## src/rtl/active_prefix_ctrl_pkg.sv

```systemverilog
// Shared definitions for the active-prefix coder: FSM states, symbol capacity
// and the flush chunk size.
package active_prefix_ctrl_pkg;

    typedef enum logic [2:0] {
        ST_IDLE   = 3'd0,
        ST_LOOKUP = 3'd1,
        ST_EMIT   = 3'd2,
        ST_FLUSH  = 3'd3,
        ST_ERR    = 3'd4
    } state_e;

    // Default geometry of the prefix register.
    localparam int CODEBOOK_LENGTH_MAX_DEF = 64;
    localparam int SYM_WIDTH_DEF           = 4;

    // Number of symbols a prefix register of the given width can hold.
    function automatic int max_syms(input int len_bits, input int sym_bits);
        return len_bits / sym_bits;
    endfunction

    localparam int MAX_SYMS = max_syms(CODEBOOK_LENGTH_MAX_DEF, SYM_WIDTH_DEF);

    // A flush beat carries at most this many symbols (20 bits of raw data).
    localparam int FLUSH_CHUNK_SYMS = 5;

endpackage

```

## src/rtl/active_prefix_ctrl_flush_slicer.sv

```systemverilog
// Splits the oldest (most significant) chunk of the active prefix off as one
// raw flush beat and returns what is left, with the emitted symbols zeroed.
module active_prefix_ctrl_flush_slicer
    import active_prefix_ctrl_pkg::*;
#(
    parameter int CODEBOOK_LENGTH_MAX = 64,
    parameter int ENCODE_DATALENGTH   = 21,
    parameter int SYM_WIDTH           = 4
) (
    input  logic [CODEBOOK_LENGTH_MAX-1:0] prefix_i,
    input  logic [5:0]                     cnt_i,
    output logic [5:0]                     beat_len_o,
    output logic [ENCODE_DATALENGTH-1:0]   beat_data_o,
    output logic [5:0]                     rem_cnt_o,
    output logic [CODEBOOK_LENGTH_MAX-1:0] rem_prefix_o
);

    localparam int NSYM  = max_syms(CODEBOOK_LENGTH_MAX, SYM_WIDTH);
    localparam int IDX_W = $clog2(NSYM);

    logic [5:0]           take;
    logic [5:0]           rem;
    logic [SYM_WIDTH-1:0] sym_arr [NSYM];

    // Beat size is the remaining count capped at one chunk; older symbols go first.
    assign take         = (cnt_i > 6'(FLUSH_CHUNK_SYMS)) ? 6'(FLUSH_CHUNK_SYMS) : cnt_i;
    assign rem          = cnt_i - take;
    assign rem_cnt_o    = rem;
    assign beat_len_o   = take * 6'(SYM_WIDTH);

    genvar gi;
    generate
        for (gi = 0; gi < NSYM; gi++) begin : g_sym
            // Symbol slot gi (slot 0 is the newest symbol).
            assign sym_arr[gi] = prefix_i[gi*SYM_WIDTH +: SYM_WIDTH];
            // Symbols below the emitted chunk survive; everything above is cleared.
            assign rem_prefix_o[gi*SYM_WIDTH +: SYM_WIDTH] =
                (rem > 6'(gi)) ? prefix_i[gi*SYM_WIDTH +: SYM_WIDTH] : '0;
        end
        for (gi = 0; gi < FLUSH_CHUNK_SYMS; gi++) begin : g_beat
            // Beat slot gi takes the symbol sitting just above the surviving tail.
            assign beat_data_o[gi*SYM_WIDTH +: SYM_WIDTH] =
                (take > 6'(gi)) ? sym_arr[IDX_W'(rem + 6'(gi))] : '0;
        end
    endgenerate

    // Raw flush data is right-aligned; the upper codeword bits are always zero.
    assign beat_data_o[ENCODE_DATALENGTH-1:FLUSH_CHUNK_SYMS*SYM_WIDTH] = '0;

endmodule

```

## src/rtl/active_prefix_ctrl.sv

```systemverilog
// Active-prefix controller: collects low-entropy symbols into a prefix,
// queries an external combinational codebook after every symbol, and emits
// either the matched codeword or, on flush, the raw prefix in chunks.
module active_prefix_ctrl
    import active_prefix_ctrl_pkg::*;
#(
    parameter int CODEBOOK_LENGTH_MAX = CODEBOOK_LENGTH_MAX_DEF,
    parameter int ENCODE_DATALENGTH   = 21,
    parameter int SYM_WIDTH           = SYM_WIDTH_DEF
) (
    input  logic                           clk_i,
    input  logic                           rst_i,
    input  logic                           sym_valid_i,
    output logic                           sym_ready_o,
    input  logic [SYM_WIDTH-1:0]           sym_i,
    input  logic                           flush_i,
    output logic [5:0]                     ap_cnt_o,
    output logic [CODEBOOK_LENGTH_MAX-1:0] ap_data_o,
    input  logic                           cb_match_i,
    input  logic [5:0]                     cb_length_i,
    input  logic [ENCODE_DATALENGTH-1:0]   cb_data_i,
    output logic                           code_valid_o,
    input  logic                           code_ready_i,
    output logic [5:0]                     code_length_o,
    output logic [ENCODE_DATALENGTH-1:0]   code_data_o,
    output logic                           code_flush_o,
    output logic                           overflow_o,
    output logic                           busy_o
);

    localparam int NSYM = max_syms(CODEBOOK_LENGTH_MAX, SYM_WIDTH);

    state_e                         state_q, state_d;
    logic [CODEBOOK_LENGTH_MAX-1:0] prefix_q, prefix_d;
    logic [5:0]                     cnt_q, cnt_d;
    logic                           valid_q, valid_d;
    logic [5:0]                     len_q, len_d;
    logic [ENCODE_DATALENGTH-1:0]   data_q, data_d;
    logic                           flush_q, flush_d;
    logic                           ovf_q, ovf_d;

    logic [5:0]                     beat_len;
    logic [ENCODE_DATALENGTH-1:0]   beat_data;
    logic [5:0]                     rem_cnt;
    logic [CODEBOOK_LENGTH_MAX-1:0] rem_prefix;

    active_prefix_ctrl_flush_slicer #(
        .CODEBOOK_LENGTH_MAX (CODEBOOK_LENGTH_MAX),
        .ENCODE_DATALENGTH   (ENCODE_DATALENGTH),
        .SYM_WIDTH           (SYM_WIDTH)
    ) u_slicer (
        .prefix_i     (prefix_q),
        .cnt_i        (cnt_q),
        .beat_len_o   (beat_len),
        .beat_data_o  (beat_data),
        .rem_cnt_o    (rem_cnt),
        .rem_prefix_o (rem_prefix)
    );

    assign sym_ready_o   = (state_q == ST_IDLE) && !flush_i;
    assign ap_cnt_o      = cnt_q;
    assign ap_data_o     = prefix_q;
    assign code_valid_o  = valid_q;
    assign code_length_o = len_q;
    assign code_data_o   = data_q;
    assign code_flush_o  = flush_q;
    assign overflow_o    = ovf_q;
    assign busy_o        = (state_q != ST_IDLE) || (cnt_q != 6'd0);

    // Next-state and output-register logic; every beat is loaded one cycle ahead
    // so the output holds stable while code_ready_i is low.
    always_comb begin
        state_d  = state_q;
        prefix_d = prefix_q;
        cnt_d    = cnt_q;
        valid_d  = valid_q;
        len_d    = len_q;
        data_d   = data_q;
        flush_d  = flush_q;
        ovf_d    = ovf_q;
        case (state_q)
            ST_IDLE: begin
                if (flush_i) begin
                    if (cnt_q != 6'd0) begin
                        valid_d  = 1'b1;
                        len_d    = beat_len;
                        data_d   = beat_data;
                        flush_d  = 1'b1;
                        prefix_d = rem_prefix;
                        cnt_d    = rem_cnt;
                        state_d  = ST_FLUSH;
                    end
                end else if (sym_valid_i) begin
                    prefix_d = {prefix_q[CODEBOOK_LENGTH_MAX-SYM_WIDTH-1:0], sym_i};
                    cnt_d    = cnt_q + 6'd1;
                    state_d  = ST_LOOKUP;
                end
            end
            ST_LOOKUP: begin
                if (cb_match_i) begin
                    valid_d  = 1'b1;
                    len_d    = cb_length_i;
                    data_d   = cb_data_i;
                    flush_d  = 1'b0;
                    prefix_d = '0;
                    cnt_d    = 6'd0;
                    state_d  = ST_EMIT;
                end else if (cnt_q == 6'(NSYM)) begin
                    ovf_d   = 1'b1;
                    state_d = ST_ERR;
                end else begin
                    state_d = ST_IDLE;
                end
            end
            ST_EMIT: begin
                if (code_ready_i) begin
                    valid_d = 1'b0;
                    state_d = ST_IDLE;
                end
            end
            ST_FLUSH: begin
                if (code_ready_i) begin
                    if (cnt_q == 6'd0) begin
                        valid_d  = 1'b0;
                        flush_d  = 1'b0;
                        prefix_d = '0;
                        state_d  = ST_IDLE;
                    end else begin
                        len_d    = beat_len;
                        data_d   = beat_data;
                        prefix_d = rem_prefix;
                        cnt_d    = rem_cnt;
                    end
                end
            end
            ST_ERR: begin
                valid_d = 1'b0;
                ovf_d   = 1'b1;
            end
            default: state_d = ST_IDLE;
        endcase
    end

    // State and output registers; reset drops any pending beat.
    always_ff @(posedge clk_i) begin
        if (rst_i) begin
            state_q  <= ST_IDLE;
            prefix_q <= '0;
            cnt_q    <= 6'd0;
            valid_q  <= 1'b0;
            len_q    <= 6'd0;
            data_q   <= '0;
            flush_q  <= 1'b0;
            ovf_q    <= 1'b0;
        end else begin
            state_q  <= state_d;
            prefix_q <= prefix_d;
            cnt_q    <= cnt_d;
            valid_q  <= valid_d;
            len_q    <= len_d;
            data_q   <= data_d;
            flush_q  <= flush_d;
            ovf_q    <= ovf_d;
        end
    end

endmodule
```

## config.mk

```make
export PLATFORM = sky130hd
export DESIGN_NAME = active_prefix_ctrl
export DESIGN_NICKNAME = d
export VERILOG_FILES = /design/src/rtl/active_prefix_ctrl_pkg.sv /design/src/rtl/active_prefix_ctrl_flush_slicer.sv /design/src/rtl/active_prefix_ctrl.sv
export SDC_FILE = /design/constraint.sdc
export NUM_CORES = 1
export LEC_CHECK = 0
export ABC_AREA = 1
export BUFFER_PORTS_ARGS = -buffer_cell sky130_fd_sc_hd__buf_2
export CELL_PAD_IN_SITES_DETAIL_PLACEMENT = 0
export CELL_PAD_IN_SITES_GLOBAL_PLACEMENT = 1
export CORE_ASPECT_RATIO = 1.4
export CORE_UTILIZATION = 35
export CTS_CLUSTER_DIAMETER = 50
export DETAILED_ROUTE_END_ITERATION = 8
export PLACE_DENSITY = 0.76
export SLEW_MARGIN = 20
export SYNTH_ARGS = -nofsm -noshare
export SYNTH_HDL_FRONTEND = slang
export SYNTH_SLANG_ARGS = --single-unit
```

## constraint.sdc

```tcl
create_clock -name clk_i -period 11.3 [get_ports clk_i]
set_input_delay 0.565 -clock clk_i [delete_from_list [all_inputs] [get_ports clk_i]]
set_output_delay 0.565 -clock clk_i [all_outputs]
set_load 0.005 [all_outputs]
```

==> metrics.yaml <==
outcome:
  status: "complete, no violations"
synthesis:
  ys_types: 42
  ys.flop_type: "dfxtp_1"
  postSynthCellCount: 1383
  synthesis.area_sq_um: 8270
  avgSynthCellArea_sq_um: 5.98
  yosysWarnings: 0
  yosysTopAreaCellShare: 0.249
  synth_nets: 1436
  synth.area.top_cells: "dfxtp_1 (25%), nand2_1 (20%), o21ai_0 (8.6%)"
  yosysSeqAreaShare: 0.249
  synth-seq-cells: 103
  async_flop_share: 0
  yosysTopAreaCell: "dfxtp_1"
  synth_edf_count: 0
clocking:
  tritoncts: "yes"
  clock_sinks: 103
  cts_resized: 0
  hold_buffers: 0
  clk_latency_ns: 0.37
  cts.path.max_buffers: 2
  cts_root_buf: "clkbuf_16"
  clkTransAtPathRegs_ns: 0.07
  htreeDepth: 3
  postCtsSetupBuffers: 0
  cts_buffers: 9
floorplan:
  initial_core_util: 0.356
  dieArea_sq_um: 24200
  ioPinCount: 139
  die_x_um: 132
  fp.dieH_um: 184
  row_count: 66
  core_sq_um: 23200
worst_setup_path:
  worstPathMaxFanout: 36
  critPathMaxStageDelay_ns: 0.91
  cp.required_ns: 11.61
  r2r-end: "code_data_o[7]$_SDFFE_PP0P_"
  cp_num_buf_inv: 6
  crit_family: "buffers and inverters"
  rrSetupSlack_ns: 6.36
  crit_path_start_kind: "flop"
  arrival_ns: 5.24
  critPathCaptureType: "flop"
  crit_path_cell_trace: "clkinv_1, ha_1, nor2_2, nand2_1, nand2_4, inv_1, nor2_1, inv_1, ha_1, clkinv_1, buf_4, ha_1, clkinv_1, or2_1, o21ai_1, nand2_1, nand3_1, nand3_1, a21oi_1"
  r2r_start: "ap_cnt_o[1]$_SDFFE_PP0P_"
  ff2ff_path_depth: 19
  crit_type: "flop to flop"
  slowest_stage: "clkinv_1"
cells_and_area:
  area_growth_pct: 12.0
  antennaDiodeCount: 0
  drive_gt1_frac: 0.153
  postLayoutCellArea_sq_um: 9260
  post-route-util: 0.399
  final_nets: 1499
  stdcell_count: 1757
placement:
  dpl.hpwl_um: 22900
  place_inst: 1741
  port_buffers: 138
  placed_area_sq_um: 8960
  gp_congestion: 0.944
global_route:
  overflow: 0
  grt_pass1_vias: 8612
  met3_usage: 0.0325
  track_usage: 0.265
  grt_pass1_wl_um: 50400
  antenna_found_initial: 0
  grt_busiest_layer: "met2"
  grtUsageMet1: 0.345
  grt_max_degree: 117
  gr-usage-met2: 0.445
sta:
  fmax_mhz: 203
  worst_pin_slew_ns: 1.04
  hold_viol: 0
  skew_ns: 0.0123
  post-route-min-period_ns: 4.94
  tns_ns: 0
  drv_slew: 0
  relSlewSlack: 0.307
  setup_viol: 0
  rsz0062_at_grt: "false"
  period_share: 0.437
detailed_routing:
  viasPerCell: 5.47
  vias: 9612
  routed_wl_um: 32000
  wl_per_cell_um: 18.2
  first_pass_iters: 8
  drc_errors: 0
  final_antenna_net_count: 0
  drt_iter0_drc: 776
min_path:
  hold_class: "input pin to flop"
  worstHoldEndpoint: "code_length_o[1]$_SDFFE_PP0P_"
  min-delay-start: "cb_length_i[1]"
  hold_depth: 3
flow_run:
  max_cap_violations: 0
cells in the mapped netlist, types with 2 or more instances:
master,n
a21oi_1,122
a31oi_1,5
buf_1,3
buf_2,23
buf_6,9
clkbuf_1,61
clkinv_1,3
dfxtp_1,103
ha_1,16
inv_1,86
inv_2,14
mux2i_1,2
nand2_1,446
nand2_2,11
nand2_4,4
nand3_1,122
nand3_2,12
nand4_1,61
nor2_1,33
nor2_2,3
nor2_4,4
nor3_1,5
o211ai_1,39
o211ai_2,2
o21ai_0,142
o21ai_1,31
o22ai_1,2
or2_1,3
xor2_1,2
xor2_2,2
worst max path at each step:
stage / startpoint / end / slack, ns / depth (start not counted)
6_report: ap_cnt_o[1]$_SDFFE_PP0P_ / code_data_o[7]$_SDFFE_PP0P_ / 6.36 / 19
3_5_place_dp: ap_cnt_o[1]$_SDFFE_PP0P_ / code_data_o[7]$_SDFFE_PP0P_ / 6.40 / 19
4_1_cts: ap_cnt_o[1]$_SDFFE_PP0P_ / code_data_o[7]$_SDFFE_PP0P_ / 6.41 / 19
3_3_place_gp: ap_cnt_o[1]$_SDFFE_PP0P_ / code_data_o[7]$_SDFFE_PP0P_ / 6.56 / 19
5_1_grt: ap_cnt_o[1]$_SDFFE_PP0P_ / code_data_o[7]$_SDFFE_PP0P_ / 5.80 / 19
2_1_floorplan: ap_cnt_o[1]$_SDFFE_PP0P_ / code_data_o[5]$_SDFFE_PP0P_ / 7.09 / 22
worst reg2reg max path: stages, from the launching register on:
cell and delay, ns:
dfxtp_1 0.41, clkinv_1 0.30, ha_1 0.30, nor2_2 0.09, nand2_1 0.08, nand2_4 0.14
inv_1 0.08, nor2_1 0.13, inv_1 0.08, ha_1 0.30, clkinv_1 0.06, buf_4 0.24
ha_1 0.86, clkinv_1 0.91, or2_1 0.48, o21ai_1 0.08, nand2_1 0.07, nand3_1 0.08
nand3_1 0.07, a21oi_1 0.13
sequential cells by signal, summed over array words and instances, names as in the netlist:
register       cells
ap_data_o         64
code_valid_o       1
overflow_o         1
state_q            3
code_length_o      6
ap_cnt_o           6
code_data_o       21
code_flush_o       1
stage by stage:
stage / hold slack [ns] / worst slack [ns]
final: 0.459 / 6.36
after global routing: 0.466 / 5.80
after floorplan: 0.461 / 7.09
after detailed placement: 0.454 / 6.40
after CTS: 0.454 / 6.41
after global placement: 0.450 / 6.56
cell families after synthesis:
family / after synthesis / synth area share
xor+xnor: 6 / 0.0104
flops: 103 / 0.249
compound gates: 349 / 0.229
mux: 2 / 0.00242
fa+ha+maj: 16 / 0.0242
buf+inv: 200 / 0.104
simple gates: 707 / 0.381
cell type report:
class / count / area, sq um
fill: 2626 / 13900
multi-input combinational: 1080 / 5360
tap: 306 / 383
inverter: 103 / 388
timing repair buffer: 149 / 773
clock buffer: 10 / 229
sequential: 103 / 2060
clock inverter: 6 / 70.1
layout by cell type (no fill, tap or decap), types with 9 or more instances in the layout:
cell type,n
buf_4,11
a21oi_1,122
o211ai_1,39
nand2_1,446
inv_1,84
clkbuf_16,9
dfxtp_1,103
nor2_1,32
nand2_2,10
nand3_2,12
inv_2,15
ha_1,16
buf_2,138
nand3_1,122
o21ai_1,31
nand4_1,61
o21ai_0,142
layer usage:
metal	vias up	part of all wire
met5	-	0
met2	323	0.48
li1	4785	-
met4	0	0.032
met1	4450	0.44
met3	54	0.052
Power is left out: the tool's default activity adds up to more than one toggle a clock period on the data nets, which glitch-free logic cannot reach.
